==> src/rtl/ascon_decrypt.sv <==
// ascon_decrypt: iterative ASCON-128 authenticated decryption, one permutation round per clock.
// Define ASCON_DECRYPT_DBG_EN to expose the state register and round counter as debug ports.
module ascon_decrypt #(
    parameter logic [63:0] IV        = 64'h80400c0600000000,
    parameter int          PA_ROUNDS = 12,
    parameter int          PB_ROUNDS = 6
) (
    input  logic         clock_i,
    input  logic         resetb_i,
    input  logic         start_i,
    input  logic [127:0] key_i,
    input  logic [127:0] nonce_i,
    input  logic [63:0]  ad_i,
    input  logic [127:0] tag_i,
    input  logic [63:0]  ct_i,
    input  logic         ct_valid_i,
    input  logic         ct_last_i,
    output logic         ct_ready_o,
    output logic [63:0]  pt_o,
    output logic         pt_valid_o,
    output logic         busy_o,
    output logic         done_o,
    output logic         tag_ok_o
`ifdef ASCON_DECRYPT_DBG_EN
    ,
    output logic [319:0] dbg_state_o,
    output logic [3:0]   dbg_round_o
`endif
);
    localparam logic [3:0] R_LAST = 4'(PA_ROUNDS - 1);
    localparam logic [3:0] R_PB   = 4'(PA_ROUNDS - PB_ROUNDS);

    typedef enum logic [2:0] {IDLE, INIT, AD, WAIT_CT, DEC, FINAL, DONE} fsm_t;

    function automatic logic [63:0] ror(input logic [63:0] x, input int n);
        return (x >> n) | (x << (64 - n));
    endfunction

    // constant addition, bit-sliced S-box, linear diffusion; 15-r equals ~r in 4 bits
    function automatic logic [319:0] ascon_round(input logic [319:0] s, input logic [3:0] r);
        logic [63:0] x0, x1, x2, x3, x4, t0, t1, t2, t3, t4;
        {x0, x1, x2, x3, x4} = s;
        x2 = x2 ^ {56'd0, ~r, r};
        x0 = x0 ^ x4;
        x4 = x4 ^ x3;
        x2 = x2 ^ x1;
        t0 = ~x0 & x1;
        t1 = ~x1 & x2;
        t2 = ~x2 & x3;
        t3 = ~x3 & x4;
        t4 = ~x4 & x0;
        x0 = x0 ^ t1;
        x1 = x1 ^ t2;
        x2 = x2 ^ t3;
        x3 = x3 ^ t4;
        x4 = x4 ^ t0;
        x1 = x1 ^ x0;
        x0 = x0 ^ x4;
        x3 = x3 ^ x2;
        x2 = ~x2;
        return {x0 ^ ror(x0, 19) ^ ror(x0, 28), x1 ^ ror(x1, 61) ^ ror(x1, 39),
                x2 ^ ror(x2, 1) ^ ror(x2, 6), x3 ^ ror(x3, 10) ^ ror(x3, 17),
                x4 ^ ror(x4, 7) ^ ror(x4, 41)};
    endfunction

    fsm_t           fsm_q, fsm_d;
    logic [319:0]   state_q, state_d, rnd_in, rnd_out;
    logic [3:0]     round_q, round_d;
    logic [127:0]   key_q, key_d, tag_q, tag_d;
    logic [63:0]    ad_q, ad_d, pt_q, pt_d;
    logic           last_q, last_d, pt_valid_q, pt_valid_d, tag_ok_q, tag_ok_d;
    logic           last_round;

    assign last_round = round_q == R_LAST;
    assign rnd_out    = ascon_round(rnd_in, round_q);

    // phase injections apply only to the first round of AD and FINAL
    always_comb begin
        rnd_in = state_q;
        if (fsm_q == AD && round_q == R_PB) rnd_in[319:256] = state_q[319:256] ^ ad_q;
        if (fsm_q == FINAL && round_q == 4'd0) rnd_in = state_q ^ {64'h8000000000000000, key_q, 128'd0};
    end

    always_comb begin
        fsm_d      = fsm_q;
        state_d    = state_q;
        round_d    = round_q;
        key_d      = key_q;
        tag_d      = tag_q;
        ad_d       = ad_q;
        last_d     = last_q;
        pt_d       = pt_q;
        pt_valid_d = 1'b0;
        tag_ok_d   = tag_ok_q;
        case (fsm_q)
            IDLE: if (start_i) begin
                fsm_d    = INIT;
                round_d  = 4'd0;
                state_d  = {IV, key_i, nonce_i};
                key_d    = key_i;
                ad_d     = ad_i;
                tag_d    = tag_i;
                tag_ok_d = 1'b0;
            end
            INIT: begin
                state_d = last_round ? rnd_out ^ {192'd0, key_q} : rnd_out;
                round_d = last_round ? R_PB : round_q + 4'd1;
                fsm_d   = last_round ? AD : INIT;
            end
            AD: begin
                state_d = rnd_out ^ {319'd0, last_round};
                round_d = last_round ? R_PB : round_q + 4'd1;
                fsm_d   = last_round ? WAIT_CT : AD;
            end
            WAIT_CT: if (ct_valid_i) begin
                pt_d                = state_q[319:256] ^ ct_i;
                pt_valid_d          = 1'b1;
                state_d[319:256]    = ct_i;
                last_d              = ct_last_i;
                round_d             = R_PB;
                fsm_d               = DEC;
            end
            DEC: begin
                state_d = rnd_out;
                round_d = !last_round ? round_q + 4'd1 : last_q ? 4'd0 : R_PB;
                fsm_d   = !last_round ? DEC : last_q ? FINAL : WAIT_CT;
            end
            FINAL: begin
                state_d  = rnd_out;
                round_d  = last_round ? 4'd0 : round_q + 4'd1;
                fsm_d    = last_round ? DONE : FINAL;
                tag_ok_d = last_round ? (rnd_out[127:0] ^ key_q) == tag_q : tag_ok_q;
            end
            DONE: begin
                fsm_d   = IDLE;
                round_d = 4'd0;
            end
            default: fsm_d = IDLE;
        endcase
    end

    always_ff @(posedge clock_i or negedge resetb_i) begin
        if (!resetb_i) begin
            fsm_q      <= IDLE;
            state_q    <= '0;
            round_q    <= '0;
            key_q      <= '0;
            tag_q      <= '0;
            ad_q       <= '0;
            last_q     <= 1'b0;
            pt_q       <= '0;
            pt_valid_q <= 1'b0;
            tag_ok_q   <= 1'b0;
        end else begin
            fsm_q      <= fsm_d;
            state_q    <= state_d;
            round_q    <= round_d;
            key_q      <= key_d;
            tag_q      <= tag_d;
            ad_q       <= ad_d;
            last_q     <= last_d;
            pt_q       <= pt_d;
            pt_valid_q <= pt_valid_d;
            tag_ok_q   <= tag_ok_d;
        end
    end

    assign ct_ready_o = fsm_q == WAIT_CT;
    assign busy_o     = fsm_q != IDLE && fsm_q != DONE;
    assign done_o     = fsm_q == DONE;
    assign pt_o       = pt_q;
    assign pt_valid_o = pt_valid_q;
    assign tag_ok_o   = tag_ok_q;
`ifdef ASCON_DECRYPT_DBG_EN
    assign dbg_state_o = fsm_q == IDLE ? '0 : state_q;
    assign dbg_round_o = fsm_q == IDLE ? '0 : round_q;
`endif
endmodule

==> config.mk <==
export PLATFORM = sky130hd
export DESIGN_NAME = ascon_decrypt
export DESIGN_NICKNAME = d
export VERILOG_FILES = /design/src/rtl/ascon_decrypt.sv
export SDC_FILE = /design/constraint.sdc
export NUM_CORES = 2
export LEC_CHECK = 0
export ABC_AREA = 1
export CAP_MARGIN = 0
export CORE_ASPECT_RATIO = 1.25
export CORE_MARGIN = 5
export CORE_UTILIZATION = 50
export DETAILED_ROUTE_END_ITERATION = 7
export PLACE_DENSITY = 0.74
export REMOVE_ABC_BUFFERS = 1
export SLEW_MARGIN = 20
export SYNTH_ARGS = -nofsm -noshare
export SYNTH_HDL_FRONTEND = slang
export SYNTH_SLANG_ARGS = --single-unit
==> constraint.sdc <==
create_clock -name clock_i -period 3.9 [get_ports clock_i]
set_input_delay 0.78 -clock clock_i [delete_from_list [all_inputs] [get_ports clock_i]]
set_output_delay 0.78 -clock clock_i [all_outputs]
set_load 0.01 [all_outputs]
==> run metrics <==
Synth Register Bits 714; Main synth FF type dfrtp_1; Slew HR 35.79%; CTS root buffer clkbuf_16; hold slack 0.04586 ns; Crit Path Max Fanout 5; synthesized area between 50000 and 60000 µm²; r2r worst-path depth 30; most frequent CP cell nand2_1; Row Count 138; 1st-iter DRT viols 11088; Critical Path End tag_ok_o; Die H 387.7 µm; CP required about 4.6 ns; clock skew 0.03121 ns; Crit Reg-Reg Startpoint round_q[2]; sequential fraction of the synthesis area a little under a third; vias in the first global route around 66000; slew at the pin with the worst max-slew slack 0.9584 ns; Finish-stage setup viols 39; DRC errors left 11; dpl ws -0.5996 ns; DR pass1 iterations 8; failing checks design-rule violations, negative setup slack; initial antenna violation count 30; post-route minimum period 4.382 ns; placed instance count 11385; YS warnings 0; critical path launch point type flop; routed vias/inst 6.198; final hold vios 0; Clock Tree Buf Depth 3; EDFF count, synth 0; Slew Viols, Final 0; Tcrit/Tclk final 112.4%; Reg2Reg Setup Slack -0.48 ns; count of maximum capacitance violations 0; origin of the worst setup path round_q[2]; critical path type flop to flop; NumNets Final 10734; share of layout cells above drive strength 1 20.79%; final wirelength ~350000 µm; Final ANT Viol Nets 0; Reg clk slew, reported paths 0.07 ns; first-pass GRT wire length 467100 µm; critical path capture point type flop; CP peak stage delay 0.44 ns; Final WS setup -0.4823 ns; clock sink count 714; fin cells 11648; P&R area growth vs syn 41.30%; async set-reset flop share out of synthesis 100.0%; Port Buffers slightly below 600; FMAX approximately 0.23 GHz; Syn Inst Count 8447; gr usage total 53.77%; Hold Crit Class primary input to async pin; number of I/O pins 586; Layout fillers about 9000; vias 72192; Die Wd 312.1 µm; core area 113300 µm²; Worst-Skew Late Latency 0.73 ns; Crit-path slowest cell dfrtp_1; CTS Buf Count 84; die area 121000 µm²; gpl congestion 1.169; Critical Path AT 5.03 ns; Syn Area/Cell 6.754 µm²; RSZ-0062 raised after global routing true; Final HPWL DP around 270000 µm; H-tree lvl count 3; grt ovf 0; Starting Density 50.37%; Avg WL per Cell around 30 µm; post-synthesis cell type count 48; CTS tree yes; largest net degree at the start of global routing approximately 140; outcome finished, violations left; RR Endpoint tag_ok_o
## through the flow
step	TNS, ns	util (%)	area, µm²
6_report	-4.004	71.17	80610
5_1_grt	-7.966	71.13	80560
4_1_cts	-1.234	68.38	77450
3_5_place_dp	-6.604	65.16	73810
3_3_place_gp	-4.155	65.15	73800
2_1_floorplan	-	-	55710
## cells by family after synthesis
| kind of cell | Yosys count | synth area share (%) |
|---|---|---|
| adders and majority gates | 131 | 2.873 |
| and+or+nand+nor | 4402 | 32.03 |
| AOI/OAI and AO/OA | 1323 | 13.63 |
| buffers and inverters | 1089 | 7.654 |
| xor gates and xnor gates | 788 | 12.49 |
| DFF | 714 | 31.32 |
## Yosys cell counts (25+ instances only)
cell type	count	area share (%)
nand2_2	62	0.68
xor2_1	370	5.7
nand2_1	3094	20
nand3_1	886	7.8
clkbuf_1	223	1.5
o21ai_1	33	0.29
o211ai_1	120	1.6
o221ai_1	130	2.0
a2bb2oi_1	56	0.86
buf_1	25	0.16
buf_6	25	0.49
o21ai_0	821	7.2
nand4_1	29	0.32
xor2_2	30	0.86
a21oi_1	107	0.94
or2_2	49	0.54
o21ai_2	28	0.43
inv_1	785	5.2
ha_1	131	2.9
xnor2_1	388	6.0
nor2_1	229	1.5
dfrtp_1	714	31
## worst max-delay path, delay by kind of cell, from the launching register on
kind | cells | cell delay (ns)
adder cells (fa/ha/maj) | 1 | 0.30
XOR/XNOR | 2 | 0.38
AND/OR/NAND/NOR | 18 | 1.84
flip-flops | 1 | 0.44
buffers and inverters | 9 | 1.31
## what timing repair did
action | in CTS | in global routing
endpoints found under the hold margin | 0 | 0
buffers inserted | 8 | 78
pin swaps | 15 | 147
gates cloned | 2 | 2
endpoints found under the setup margin | 47 | 119
hold buffers | 0 | 0
resized for setup | 129 | 536
## sequential cells by signal (all words and copies together) (netlist names)
name and count:
state_q 320, round_q 4, pt_valid_o 1, last_q 1, ad_q 64, key_q 128, tag_ok_o 1, fsm_q 3
tag_q 128, pt_o 64
## worst min-delay path by stage
stage / from / end / depth (start not counted)
after global placement: pt_o[44] / pt_o[44] / 2
after CTS: resetb_i / pt_o[36] / 1
final: resetb_i / pt_o[36] / 1
after global routing: resetb_i / pt_o[36] / 1
after floorplan: ad_q[63] / ad_q[63] / 2
after detailed placement: ad_q[63] / ad_q[63] / 2
## layout make-up
type / instances / area (µm²) / area share, %
flip-flops and latches: 714 / 17870 / 22.16
well taps: 1470 / 1839 / 2.282
clock buffers: 112 / 2431 / 3.016
multi-input cells: 6644 / 37790 / 46.87
diodes: 24 / 60.06 / 0.07450
repair buffers: 1837 / 17160 / 21.28
inverters: 805 / 3053 / 3.787
clock inverters: 42 / 424.2 / 0.5262
## cells in the final DEF, fill, tap and decap left out, types with 9 or more instances in the layout
cell / synthesis / routed
nand2_1: 3094 / 2901
buf_4: 3 / 1081
nand3_1: 886 / 814
o21ai_0: 821 / 777
inv_1: 785 / 753
dfrtp_1: 714 / 714
clkdlybuf4s50_1: 0 / 584
xnor2_1: 388 / 360
xor2_1: 370 / 287
nand2_2: 62 / 212
nor2_1: 229 / 210
buf_12: 4 / 130
o211ai_1: 120 / 120
o221ai_1: 130 / 109
ha_1: 131 / 105
a21oi_1: 107 / 98
nand3_2: 23 / 90
clkbuf_16: 0 / 89
xor2_2: 30 / 88
o21ai_1: 33 / 73
a2bb2oi_1: 56 / 56
or2_2: 49 / 49
nand2_4: 6 / 46
inv_2: 19 / 44
nand4_1: 29 / 29
buf_6: 25 / 29
o21ai_2: 28 / 27
ha_4: 0 / 26
xnor2_2: 0 / 25
xor2_4: 0 / 25
diode_2: 0 / 24
clkinv_2: 0 / 21
o221ai_2: 0 / 19
clkbuf_8: 0 / 16
a31oi_1: 17 / 15
nor2_2: 1 / 14
clkbuf_1: 223 / 9
clkinvlp_4: 0 / 9
## metal layers
layer / track usage, % / share of wire (%) / up-vias
met2: 77.32 / 40 / 6033
li1: - / - / 30639
met5: 0.6778 / 0.021 / -
met1: 60.71 / 32 / 33612
met3: 16.95 / 14 / 1896
met4: 56.44 / 14 / 12
Power is not shown: default switching activity piles up to over one toggle a cycle in this logic, so the estimate is an artifact.
